==> config.mk <==
export PLATFORM = sky130hd
export DESIGN_NAME = hazard_ctrl
export DESIGN_NICKNAME = d
export VERILOG_FILES = /design/src/rtl/hazard_ctrl.sv
export SDC_FILE = /design/constraint.sdc
export NUM_CORES = 1
export LEC_CHECK = 0
export ABC_CLOCK_PERIOD_IN_PS = 2100
export BUFFER_PORTS_ARGS = -buffer_cell sky130_fd_sc_hd__buf_2
export CORE_MARGIN = 2
export CORE_UTILIZATION = 41
export DETAILED_ROUTE_END_ITERATION = 10
export GPL_ROUTABILITY_DRIVEN = 0
export PLACE_DENSITY_LB_ADDON = 0.2
export SLEW_MARGIN = 0
export SYNTH_ARGS = -nofsm -noshare
export SYNTH_HDL_FRONTEND = slang
export SYNTH_SLANG_ARGS = --single-unit
export TNS_END_PERCENT = 5
==> constraint.sdc <==
create_clock -name Clk -period 2.1 [get_ports Clk]
set_input_delay 0.105 -clock Clk [delete_from_list [all_inputs] [get_ports Clk]]
set_output_delay 0.105 -clock Clk [all_outputs]
set_load 0.005 [all_outputs]
==> src/rtl/hazard_ctrl.sv <==
// Pipeline hazard controller: load-use interlock, multiply/divide unit sequencing, branch flush.
// Optional HAZ_STALL_CNT_EN adds a saturating stall-cycle counter on StallCount.
module hazard_ctrl (
  input  logic        Clk,
  input  logic        Rst,
  input  logic [4:0]  Rs_ID,
  input  logic [4:0]  Rt_ID,
  input  logic        UsesRt_ID,
  input  logic        MemRead_EX,
  input  logic [4:0]  Rt_EX,
  input  logic        MduStart_ID,
  input  logic        MduIsDiv_ID,
  input  logic        MfHiLo_ID,
  input  logic        BranchTaken_ID,
  output logic        PCWrite,
  output logic        IFID_Write,
  output logic        IFID_Flush,
  output logic        IDEX_Bubble,
  output logic        MduBusy,
  output logic        MduDone,
  output logic [15:0] StallCount
);

  // state | meaning
  // RUN   | no MDU operation in flight
  // MDU   | mult/div running, mdu_cnt counts down to the done cycle
  typedef enum logic {RUN, MDU} state_t;

  state_t     state, state_nxt;
  logic [5:0] mdu_cnt, mdu_cnt_nxt;
  logic       load_use, mdu_haz, stall;

  assign load_use = MemRead_EX && (Rt_EX != 5'd0) &&
                    ((Rt_EX == Rs_ID) || (UsesRt_ID && (Rt_EX == Rt_ID)));
  assign mdu_haz  = (state == MDU) && (MfHiLo_ID || MduStart_ID);
  assign stall    = load_use || mdu_haz;

  always_ff @(posedge Clk) begin
    if (Rst) begin
      state   <= RUN;
      mdu_cnt <= 6'd0;
    end else begin
      state   <= state_nxt;
      mdu_cnt <= mdu_cnt_nxt;
    end
  end

  always_comb begin
    state_nxt   = state;
    mdu_cnt_nxt = mdu_cnt;
    PCWrite     = 1'b1;
    IFID_Write  = 1'b1;
    IDEX_Bubble = 1'b0;
    IFID_Flush  = 1'b0;
    MduBusy     = 1'b0;
    MduDone     = 1'b0;

    // a stalled cycle never flushes; the branch is re-presented once the stall clears
    if (stall) begin
      PCWrite     = 1'b0;
      IFID_Write  = 1'b0;
      IDEX_Bubble = 1'b1;
    end else begin
      IFID_Flush  = BranchTaken_ID;
    end

    case (state)
      RUN: begin
        if (MduStart_ID && !stall) begin
          mdu_cnt_nxt = MduIsDiv_ID ? 6'd31 : 6'd3;
          state_nxt   = MDU;
        end
      end
      MDU: begin
        MduBusy = 1'b1;
        if (mdu_cnt == 6'd0) begin
          MduDone   = 1'b1;
          state_nxt = RUN;
        end else begin
          mdu_cnt_nxt = mdu_cnt - 6'd1;
        end
      end
      default: state_nxt = RUN;
    endcase
  end

`ifdef HAZ_STALL_CNT_EN
  logic [15:0] stall_cnt;

  always_ff @(posedge Clk) begin
    if (Rst)
      stall_cnt <= 16'd0;
    else if (stall && (stall_cnt != 16'hFFFF))
      stall_cnt <= stall_cnt + 16'd1;
  end

  assign StallCount = stall_cnt;
`else
  assign StallCount = 16'd0;
`endif

endmodule

# After elaboration in Yosys (flattened, before gate mapping)
# Cells that the tools add are included.
[totals]
reg_bits = 7
in_bits = 23
output_inout_bits = 22
word_cells = 33
[op_classes]
n_addsub = 1
eq_ne = 4
n_mux = 13
n_bitwise = 1
reduce_logical = 12
[op_table]
columns = ["op", "count"]
rows = [
  ["6-bit two-way mux", 2],
  ["6-bit one-hot mux with 2 select lines", 1],
  ["5-bit == test", 2],
  ["1-bit two-way mux", 8],
  ["6-bit logical NOT", 1],
  ["6-bit by 1-bit subtractor with 6-bit output, second input constant", 1],
  ["1-bit logical AND", 5],
  ["5-bit two-way mux", 1],
  ["5-bit nonzero test", 1],
  ["2-bit != test, second input constant", 2],
  ["1-bit logical OR", 3],
  ["1-bit one-hot mux with 2 select lines", 1],
  ["2-bit AND reduction", 1],
  ["1-bit logical NOT", 1],
  ["1-bit NOT", 1],
]

# Depth between registers and ports, before layout
# Gate-level depths: netlist (run 1).
[depth]
word_depth = 9
ltp_mapped = 8

# Least setup slack after synthesis (run 1)
# OpenSTA, ideal clock, no wires.
[synth_path]
path_type = "flip-flop to flip-flop"
from = "register mdu_cnt[0]"
to = "register mdu_cnt[0]"
t_arrival_ps = 1486
required_ps = 2009
path_slack_ps = 523
path_stages_with_launch = 8
period_less_slack_ps = 1577
cell_sequence = "dfxtp_1 inv_1 ha_1 nand3b_1 or4_1 nand3_1 o21ai_0 a311oi_1"
[synth_via]
elab_chain_cells = 3
[synth_lines]
columns = ["element", "line_no", "source"]
rows = [
  ["start: declaration", "30", "logic [5:0] mdu_cnt, mdu_cnt_nxt;"],
  ["start signal: assignment", "44", "mdu_cnt <= mdu_cnt_nxt;"],
  ["6-bit by 1-bit subtractor with 6-bit output or 6-bit logical NOT (tied branches)", "80, 76", ""],
  ["6-bit two-way mux or 2-bit != test (tied branches)", "-", ""],
  ["6-bit one-hot mux with 2 select lines or 2-bit AND reduction (tied branches)", "-", ""],
]
# Several ways; a longest one is shown, not always the timed one. The select of a mux whose other input is x is not followed.
# A chain may end at the register's enable or synchronous reset.

# Worst setup path after layout (run 1)
[layout_path]
from = "register mdu_cnt[0]"
to = "output port MduDone"
[layout_via]
elab_chain_cells = 3
[layout_lines]
columns = ["element", "line_no", "source"]
rows = [
  ["6-bit logical NOT", "76", "if (mdu_cnt == 6'd0) begin"],
  ["1-bit two-way mux", "76", ""],
  ["1-bit two-way mux", "67", "case (state)"],
  ["end: declaration", "20", "output logic MduDone,"],
]
# No other way between the ends.

==> impl_metrics.env, run 1 <==
export IMPL_clock_sinks=7
export IMPL_grt_max_degree=9
export IMPL_yosysTopAreaCell="dfxtp_1"
export IMPL_synthMuxAreaShare_pct=1.57
export IMPL_antenna_found_initial=0
export IMPL_crit_chain="inv_1 -> ha_1 -> nand3b_1 -> or4_1 -> inv_1 -> buf_2"
export IMPL_synthSimpleGateAreaFrac_pct=20.5
export IMPL_clockBufferDepth=2
export IMPL_cp_slowest_cell="or4_1"
export IMPL_die_width_um=45.8
export IMPL_syn_mean_instance_area_um2=7.86
export IMPL_synth_seq_cells=7
export IMPL_mostFrequentLayoutCells="buf_2, conb_1, xor2_1, nand2_1"
export IMPL_final_setup_tns_ps=0
export IMPL_globalRouteOverflowTotal=0
export IMPL_synth_top_cell_area_share_pct=19.6
export IMPL_grt_pass1_vias=657
export IMPL_end_kind="primary output"
export IMPL_finalPower_mw=0.456
export IMPL_synth_async_reset_ratio_pct=0
export IMPL_rrSetupSlack_ps=320
export IMPL_cp_arrival_ps=1720
export IMPL_final_setup_viol_count=0
export IMPL_fin_crit_sh_pct=86.8
export IMPL_layout_commonest_cell="buf_2"
export IMPL_core_um2=1690
export IMPL_synth_adder_area_share_pct=1.75
export IMPL_p_leak_nw=0.411
export IMPL_io_pins=45
export IMPL_vias=701
export IMPL_start_util_pct=42.4
export IMPL_critPathLaunchType="flop"
export IMPL_cpPeakStageDelay_ps=490
export IMPL_ys_flop_type="dfxtp_1"
export IMPL_ys_warn_count=0
export IMPL_synth_edff_count=0
export IMPL_r2r_cells=7
export IMPL_fp_row_count=15
export IMPL_min_period_ps=1820
export IMPL_crit_type="flop to primary output"
export IMPL_cts_root_buf="clkbuf_4"
export IMPL_area_delta_synth_final_pct=17.7
export IMPL_drt_total_wl_um=1580
export IMPL_rsz0062_at_grt="false"
export IMPL_die_h_um=45.8
export IMPL_reg2reg_from="mdu_cnt[0]"
export IMPL_cap_violations=0
export IMPL_r2r_end="mdu_cnt[1]"
export IMPL_portBuffers=28
export IMPL_gr_usage_all_layers_pct=16.7
export IMPL_drt_vias_per_instance=5.04
export IMPL_synth_compound_area_share_pct=22.7
export IMPL_setup_slack_ps=278
export IMPL_yosys_top_cells_area="dfxtp_1, buf_4, xor2_1"
export IMPL_ys_seq_area_share_pct=19.6
export IMPL_post_place_ws_ps=368
export IMPL_cp_startpoint="mdu_cnt[0]"
export IMPL_drt_iter0_markers=12
export IMPL_postRouteAntennaNets=0
export IMPL_fmax_mhz=549
export IMPL_finClkSkew_ps=2.33
export IMPL_drv_slew=0
export IMPL_peakVddDrop_mv=0.260
export IMPL_cts_hold_buf=0
export IMPL_cts_buffers=3
export IMPL_cp_endpoint="MduDone"
export IMPL_drive_above_1_share_pct=32.0
export IMPL_fin_util_pct=49.9
export IMPL_wl_per_cell_um=11.4
export IMPL_clkLatencyLatePin_ps=250
export IMPL_cts_tree="built"
export IMPL_synth_top_family_by_area="compound AO/OA/AOI/OAI gates"
export IMPL_hpwl_um=1270
export IMPL_post_cts_buffers=0
export IMPL_drcViolationCount=0
export IMPL_hold_class="input port to flop"
export IMPL_ctsResizeCount=0
export IMPL_antennaDiodeCount=0
export IMPL_outcome="finished clean"
export IMPL_required_ps=2000
export IMPL_synth_cell_types=34
export IMPL_layout_nets=147
export IMPL_clk_pin_slew_ps=50
export IMPL_grt_pass1_wl_um=2570
export IMPL_powerDensity_nw_per_um2=542
export IMPL_synthesis_area_um2=716
export IMPL_dr_pass1_iters=4
export IMPL_synthCells=91
export IMPL_cts_max_level=1
export IMPL_synth_xor_area_share_pct=12.2
export IMPL_cp_common_cell="inv_1"
export IMPL_worst_hold_slack_ps=109
export IMPL_cp_max_fo=5
export IMPL_hold_violations=0
export IMPL_die_area_um2=2100
[per-stage QoR]
| stage | area [um2] | cells |
|---|---|---|
| 2_1_floorplan | 772 | 106 |
| 3_3_place_gp | 816 | 135 |
| 3_5_place_dp | 816 | 135 |
| 4_1_cts | 842 | 139 |
| 5_1_grt | 842 | 139 |
| 6_report | 842 | 139 |
[where the power goes]
| group | internal [mW] | total [mW] | switching [mW] |
|---|---|---|---|
| sequential | 0.150 | 0.170 | 0.0203 |
| clock | 0.0724 | 0.120 | 0.0474 |
| combinational | 0.0763 | 0.166 | 0.0899 |
[worst max-delay path, delay by kind of cell, from the launching register on]
family        cells  cell delay, ps
fa+ha+maj         1             230
buf+inv           3             290
simple gates      2             620
flops             1             330
[area by class of cell]
cell class              instances  area, um2
inverters                       5       18.8
fillers                       181        847
repair buffers                 30        155
multi-input cells              76        480
clock buffers                   4       26.3
flip-flops and latches          7        140
well taps                      17       21.3
[cells in the mapped netlist, types with 2 or more instances]
library cell  count
o211ai_1          2
nor4_1            2
inv_1             5
xor2_1            9
or4_1             2
nand3_1           2
nand2_1           9
nor2_1            3
nor3_1            2
buf_4            17
a311oi_1          2
dfxtp_1           7
o22ai_1           2
o21ai_0           7
[registers in the layout, summed over array words and instances, names as in the netlist]
register  cells
mdu_cnt       6
state         1
[kinds of logic after synthesis]
| family | Yosys count |
|---|---|
| compound gates | 21 |
| xor+xnor | 10 |
| simple gates | 27 |
| fa+ha+maj | 1 |
| mux | 1 |
| flops | 7 |
| buf+inv | 23 |
| other cells | 1 |
[layer usage]
layer	up-vias	share of wire, %	routed length, um	global-route usage (%)
met3	0	7.3	115	3.57
met4	0	0	0	5.71
met1	309	43	679	21.6
met2	35	50	784	27.3
li1	357	-	-	-
met5	-	0	0	0
[how the worst min path moves through the flow]
stage                 endpoint  start  cells past startpoint
global route        mdu_cnt[0]    Rst                      2
CTS                 mdu_cnt[0]    Rst                      2
floorplan           mdu_cnt[0]    Rst                      1
detailed placement  mdu_cnt[0]    Rst                      2
finish              mdu_cnt[0]    Rst                      2
global placement    mdu_cnt[0]    Rst                      2
No activity file was read; power rests on OpenSTA's default activity.
==> run 2, diff against run 1 <==
Settings changed: CELL_PAD_IN_SITES_DETAIL_PLACEMENT from default to 1, CELL_PAD_IN_SITES_GLOBAL_PLACEMENT from default to 2, CORE_UTILIZATION 41 to 21.
==> run 2 against run 1 <==
Maximum frequency shrank 1.6%; sequential cell count unchanged; sequential power barely moved; largest cell class unchanged; highest routed layer is now met4.
==> impl_metrics.env, run 2 (same netlist as run 1, synthesis figures left out) <==
export IMPL_outcome="finished clean"
export IMPL_ctsResizeCount=0
export IMPL_cp_common_cell="inv_1"
export IMPL_finalPower_mw=0.471
export IMPL_antenna_found_initial=0
export IMPL_rsz0062_at_grt="false"
export IMPL_final_setup_viol_count=0
export IMPL_cts_root_buf="clkbuf_4"
export IMPL_tightestPinTransition_ps=523
export IMPL_cts_tree="built"
export IMPL_reg2reg_from="mdu_cnt[0]"
export IMPL_internal_power_mw=0.299
export IMPL_clockBufferDepth=2
export IMPL_hold_class="input port to flop"
export IMPL_largest_reg_flops=6
export IMPL_clock_sinks=7
export IMPL_cp_arrival_ps=1750
export IMPL_wl_per_cell_um=11.5
export IMPL_drt_vias_per_instance=4.16
export IMPL_fp_row_count=21
export IMPL_cts_max_level=1
export IMPL_p_seq_share_pct=36.5
export IMPL_comb_power_share_pct=35.3
export IMPL_min_period_ps=1850
export IMPL_hpwl_um=1640
export IMPL_antennaDiodeCount=0
export IMPL_grt_pass1_vias=689
export IMPL_cp_top_family="simple AND/OR/NAND/NOR gates"
export IMPL_powerDensity_nw_per_um2=536
export IMPL_p_leak_nw=0.411
export IMPL_cp_slowest_cell="or4_1"
export IMPL_die_width_um=62.4
export IMPL_fin_crit_sh_pct=88.2
export IMPL_cpPeakStageDelay_ps=500
export IMPL_cp_max_fo=5
export IMPL_gr_usage_all_layers_pct=10.4
export IMPL_fmax_mhz=540
export IMPL_relSlewSlack_pct=65.1
export IMPL_crit_chain="inv_1 -> ha_1 -> nand3b_1 -> or4_1 -> inv_1 -> buf_2"
export IMPL_required_ps=2000
export IMPL_vias=699
export IMPL_fin_util_pct=26.5
export IMPL_crit_type="flop to primary output"
export IMPL_cp_startpoint="mdu_cnt[0]"
export IMPL_post_cts_buffers=0
export IMPL_area_delta_synth_final_pct=22.7
export IMPL_rrSetupSlack_ps=310
export IMPL_io_pins=45
export IMPL_top_register="mdu_cnt"
export IMPL_hold_violations=0
export IMPL_core_um2=3310
export IMPL_drt_total_wl_um=1940
export IMPL_globalRouteOverflowTotal=0
export IMPL_timing_critical_path_buf_inv=3
export IMPL_drt_iter0_markers=20
export IMPL_start_util_pct=21.6
export IMPL_drv_slew=0
export IMPL_grt_pass1_wl_um=3150
export IMPL_reg_top3="mdu_cnt x6, state x1"
export IMPL_clockPowerShare_pct=28.2
export IMPL_switchingPower_mw=0.171
export IMPL_drive_above_1_share_pct=32.0
export IMPL_end_kind="primary output"
export IMPL_clk_pin_slew_ps=60
export IMPL_mostFrequentLayoutCells="buf_2, conb_1, xor2_1, nand2_1"
export IMPL_final_setup_tns_ps=0
export IMPL_swShare_pct=36.4
export IMPL_finClkSkew_ps=5.93
export IMPL_portBuffers=28
export IMPL_die_h_um=62.4
export IMPL_layout_commonest_cell="buf_2"
export IMPL_critPathLaunchType="flop"
export IMPL_layout_nets=147
export IMPL_drcViolationCount=0
export IMPL_cts_hold_buf=0
export IMPL_die_area_um2=3890
export IMPL_dr_pass1_iters=4
export IMPL_cap_violations=0
export IMPL_clkLatencyLatePin_ps=260
export IMPL_min_delay_start="Rst"
export IMPL_peakVddDrop_mv=0.101
export IMPL_postRouteAntennaNets=0
export IMPL_cts_buffers=3
export IMPL_grt_max_degree=9
run 2: cell counts in the layout (fill, tap and decap cells not counted):
Identical to the previous run, type by type.
run 2: cell type report:
class / instances / area, um2
flip-flops and latches: 7 / 140
repair buffers: 30 / 155
inverters: 5 / 18.8
fillers: 443 / 2430
well taps: 46 / 57.6
multi-input cells: 76 / 480
clock buffers: 4 / 26.3
run 2: stage by stage:
step	setup slack, ps	std cells	area [um2]	hold WS, ps
after floorplan	523	106	772	177
after global placement	416	164	852	388
after detailed placement	318	164	852	389
after CTS	232	168	878	102
after global routing	63.5	168	878	101
final	248	168	878	112
run 2: power by group through the flow:
stage | clock network [mW] | logic (mW) | registers [mW]
floorplan | 0 | 0.128 | 0.165
global placement | 0 | 0.166 | 0.174
detailed placement | 0 | 0.169 | 0.174
CTS | 0.139 | 0.169 | 0.171
global route | 0.145 | 0.189 | 0.174
finish | 0.133 | 0.166 | 0.172
run 2: final timing paths:
kind                            cells past startpoint          to
worst max register to register                      7  mdu_cnt[1]
worst max-delay path                                6     MduDone
worst min register to register                      2  mdu_cnt[2]
worst min-delay path                                2  mdu_cnt[0]
run 2: layer usage:
layer	vias up	track usage [%]	part of all wire, %
li1	351	-	-
met1	307	11.4	40
met2	39	17.7	49
met3	2	2.88	11
met4	0	6.67	0.98
met5	-	0	0
==> run 3, diff against run 2 <==
Settings changed: CORE_MARGIN 2 to default.
==> run 3 against run 2 <==
Hold slack gained 15 ps; via count decreased by 0.14%; worst setup slack better by 44 ps; core utilization up 1.2 points; count of clock-buffer cells in the layout did not move; maximum frequency rose by 2.5%; die area fell by 6.3%; power down 1.3%; register-to-register slack got worse by 20 ps; non-clock buffer count is the same; largest power group unchanged.
==> impl_metrics.env, run 3 (same netlist as run 1, synthesis figures left out) <==
export IMPL_outcome="finished clean"
export IMPL_core_um2=3150
export IMPL_fmax_mhz=553
export IMPL_largest_reg_flops=6
export IMPL_cp_arrival_ps=1960
export IMPL_multi_input_area_um2=480
export IMPL_antenna_found_initial=0
export IMPL_cp_slowest_cell="or4_1"
export IMPL_drt_total_wl_um=1830
export IMPL_clkLatencyLatePin_ps=250
export IMPL_cts_max_level=1
export IMPL_critPathLaunchType="flop"
export IMPL_post_cts_buffers=0
export IMPL_reg2reg_from="mdu_cnt[0]"
export IMPL_die_h_um=60.4
export IMPL_cp_startpoint="mdu_cnt[0]"
export IMPL_dp_cells=162
export IMPL_postRouteAntennaNets=0
export IMPL_cpPeakStageDelay_ps=490
export IMPL_layout_commonest_cell="buf_2"
export IMPL_r2r_cells=7
export IMPL_reg_top3="mdu_cnt x6, state x1"
export IMPL_p_leak_nw=0.411
export IMPL_clk_pin_slew_ps=50
export IMPL_grt_pass1_wl_um=2880
export IMPL_powerDensity_nw_per_um2=530
export IMPL_finalPower_mw=0.464
export IMPL_finClkSkew_ps=0.306
export IMPL_cp_endpoint="mdu_cnt[1]"
export IMPL_end_kind="flop"
export IMPL_drt_vias_per_instance=4.20
export IMPL_area_delta_synth_final_pct=22.4
export IMPL_hold_class="input port to flop"
export IMPL_clockBufferDepth=2
export IMPL_gr_usage_all_layers_pct=10.4
export IMPL_portBuffers=28
export IMPL_ctsResizeCount=0
export IMPL_peakVddDrop_mv=0.102
export IMPL_clock_sinks=7
export IMPL_layout_area_seq_um2=140
export IMPL_cp_max_fo=5
export IMPL_die_width_um=60.4
export IMPL_fp_row_count=20
export IMPL_drcViolationCount=0
export IMPL_start_util_pct=22.7
export IMPL_cap_violations=0
export IMPL_grt_pass1_vias=648
export IMPL_wl_per_cell_um=11.0
export IMPL_min_period_ps=1810
export IMPL_io_pins=45
export IMPL_cts_buffers=3
export IMPL_layout_nets=147
export IMPL_final_cells=166
export IMPL_cts_hold_buf=0
export IMPL_die_area_um2=3650
export IMPL_crit_chain="inv_1 -> ha_1 -> nand3b_1 -> or4_1 -> nand3_1 -> o21ai_0 -> a311oi_1"
export IMPL_grt_max_degree=9
export IMPL_r2r_end="mdu_cnt[1]"
export IMPL_top_register="mdu_cnt"
export IMPL_drive_above_1_share_pct=32.0
export IMPL_final_setup_viol_count=0
export IMPL_dr_pass1_iters=3
export IMPL_globalRouteOverflowTotal=0
export IMPL_drt_iter0_markers=28
export IMPL_rrSetupSlack_ps=290
export IMPL_rsz0062_at_grt="false"
export IMPL_crit_type="flop to flop"
export IMPL_nFillCells=413
export IMPL_final_setup_tns_ps=0
export IMPL_hold_violations=0
export IMPL_fin_crit_sh_pct=86.1
export IMPL_mostFrequentLayoutCells="buf_2, conb_1, xor2_1, nand2_1"
export IMPL_required_ps=2250
export IMPL_hpwl_um=1540
export IMPL_antennaDiodeCount=0
export IMPL_vias=698
export IMPL_cts_root_buf="clkbuf_4"
export IMPL_fin_util_pct=27.8
export IMPL_drv_slew=0
export IMPL_cts_tree="built"
==> run 3: cell counts in the layout (fill, tap and decap cells not counted) <==
No cell type changed its count.
==> run 3: layout make-up <==
type / count / share of cell area [%]
Tap cell: 44 / 6.29
Clock buffer: 4 / 3.00
Multi-Input combinational cell: 76 / 54.9
Timing Repair Buffer: 30 / 17.7
Sequential cell: 7 / 16.0
Inverter: 5 / 2.14
==> run 3: per-layer routing <==
metal  track usage (%)  vias up  wire, um
met5                 0        -         0
met4              2.99        0        12
met3              2.77        4       150
met2              17.9       35       815
met1              12.6      305       847
li1                  -      354         -
==> run 3: how the worst min path moves through the flow <==
stage / startpoint / endpoint / depth (start not counted)
after floorplan: Rst / mdu_cnt[0] / 1
after global placement: Rst / mdu_cnt[1] / 2
after detailed placement: Rst / mdu_cnt[0] / 2
after CTS: Rst / mdu_cnt[0] / 2
after global routing: Rst / mdu_cnt[0] / 2
final: Rst / mdu_cnt[0] / 2
==> run 3: worst max-delay path, delay by kind of cell (launching register included) <==
kind / cells / cell delay (ps)
adder cells (fa/ha/maj): 1 / 210
AO/OA/AOI/OAI: 2 / 380
flip-flops: 1 / 320
AND/OR/NAND/NOR: 3 / 700
buffers and inverters: 1 / 80
==> run 3: through the flow <==
stage / area, um2 / setup WS, ps / hold slack (ps)
final: 876 / 293 / 127
after global routing: 876 / 175 / 150
after CTS: 876 / 273 / 119
after detailed placement: 850 / 291 / 382
after global placement: 850 / 375 / 392
after floorplan: 772 / 523 / 177
==> run 3: where the power goes <==
part / switching [mW] / internal, mW / leakage (nW)
clock network: 0.0518 / 0.0726 / 0.0150
logic: 0.0931 / 0.0761 / 0.338
registers: 0.0207 / 0.150 / 0.0580
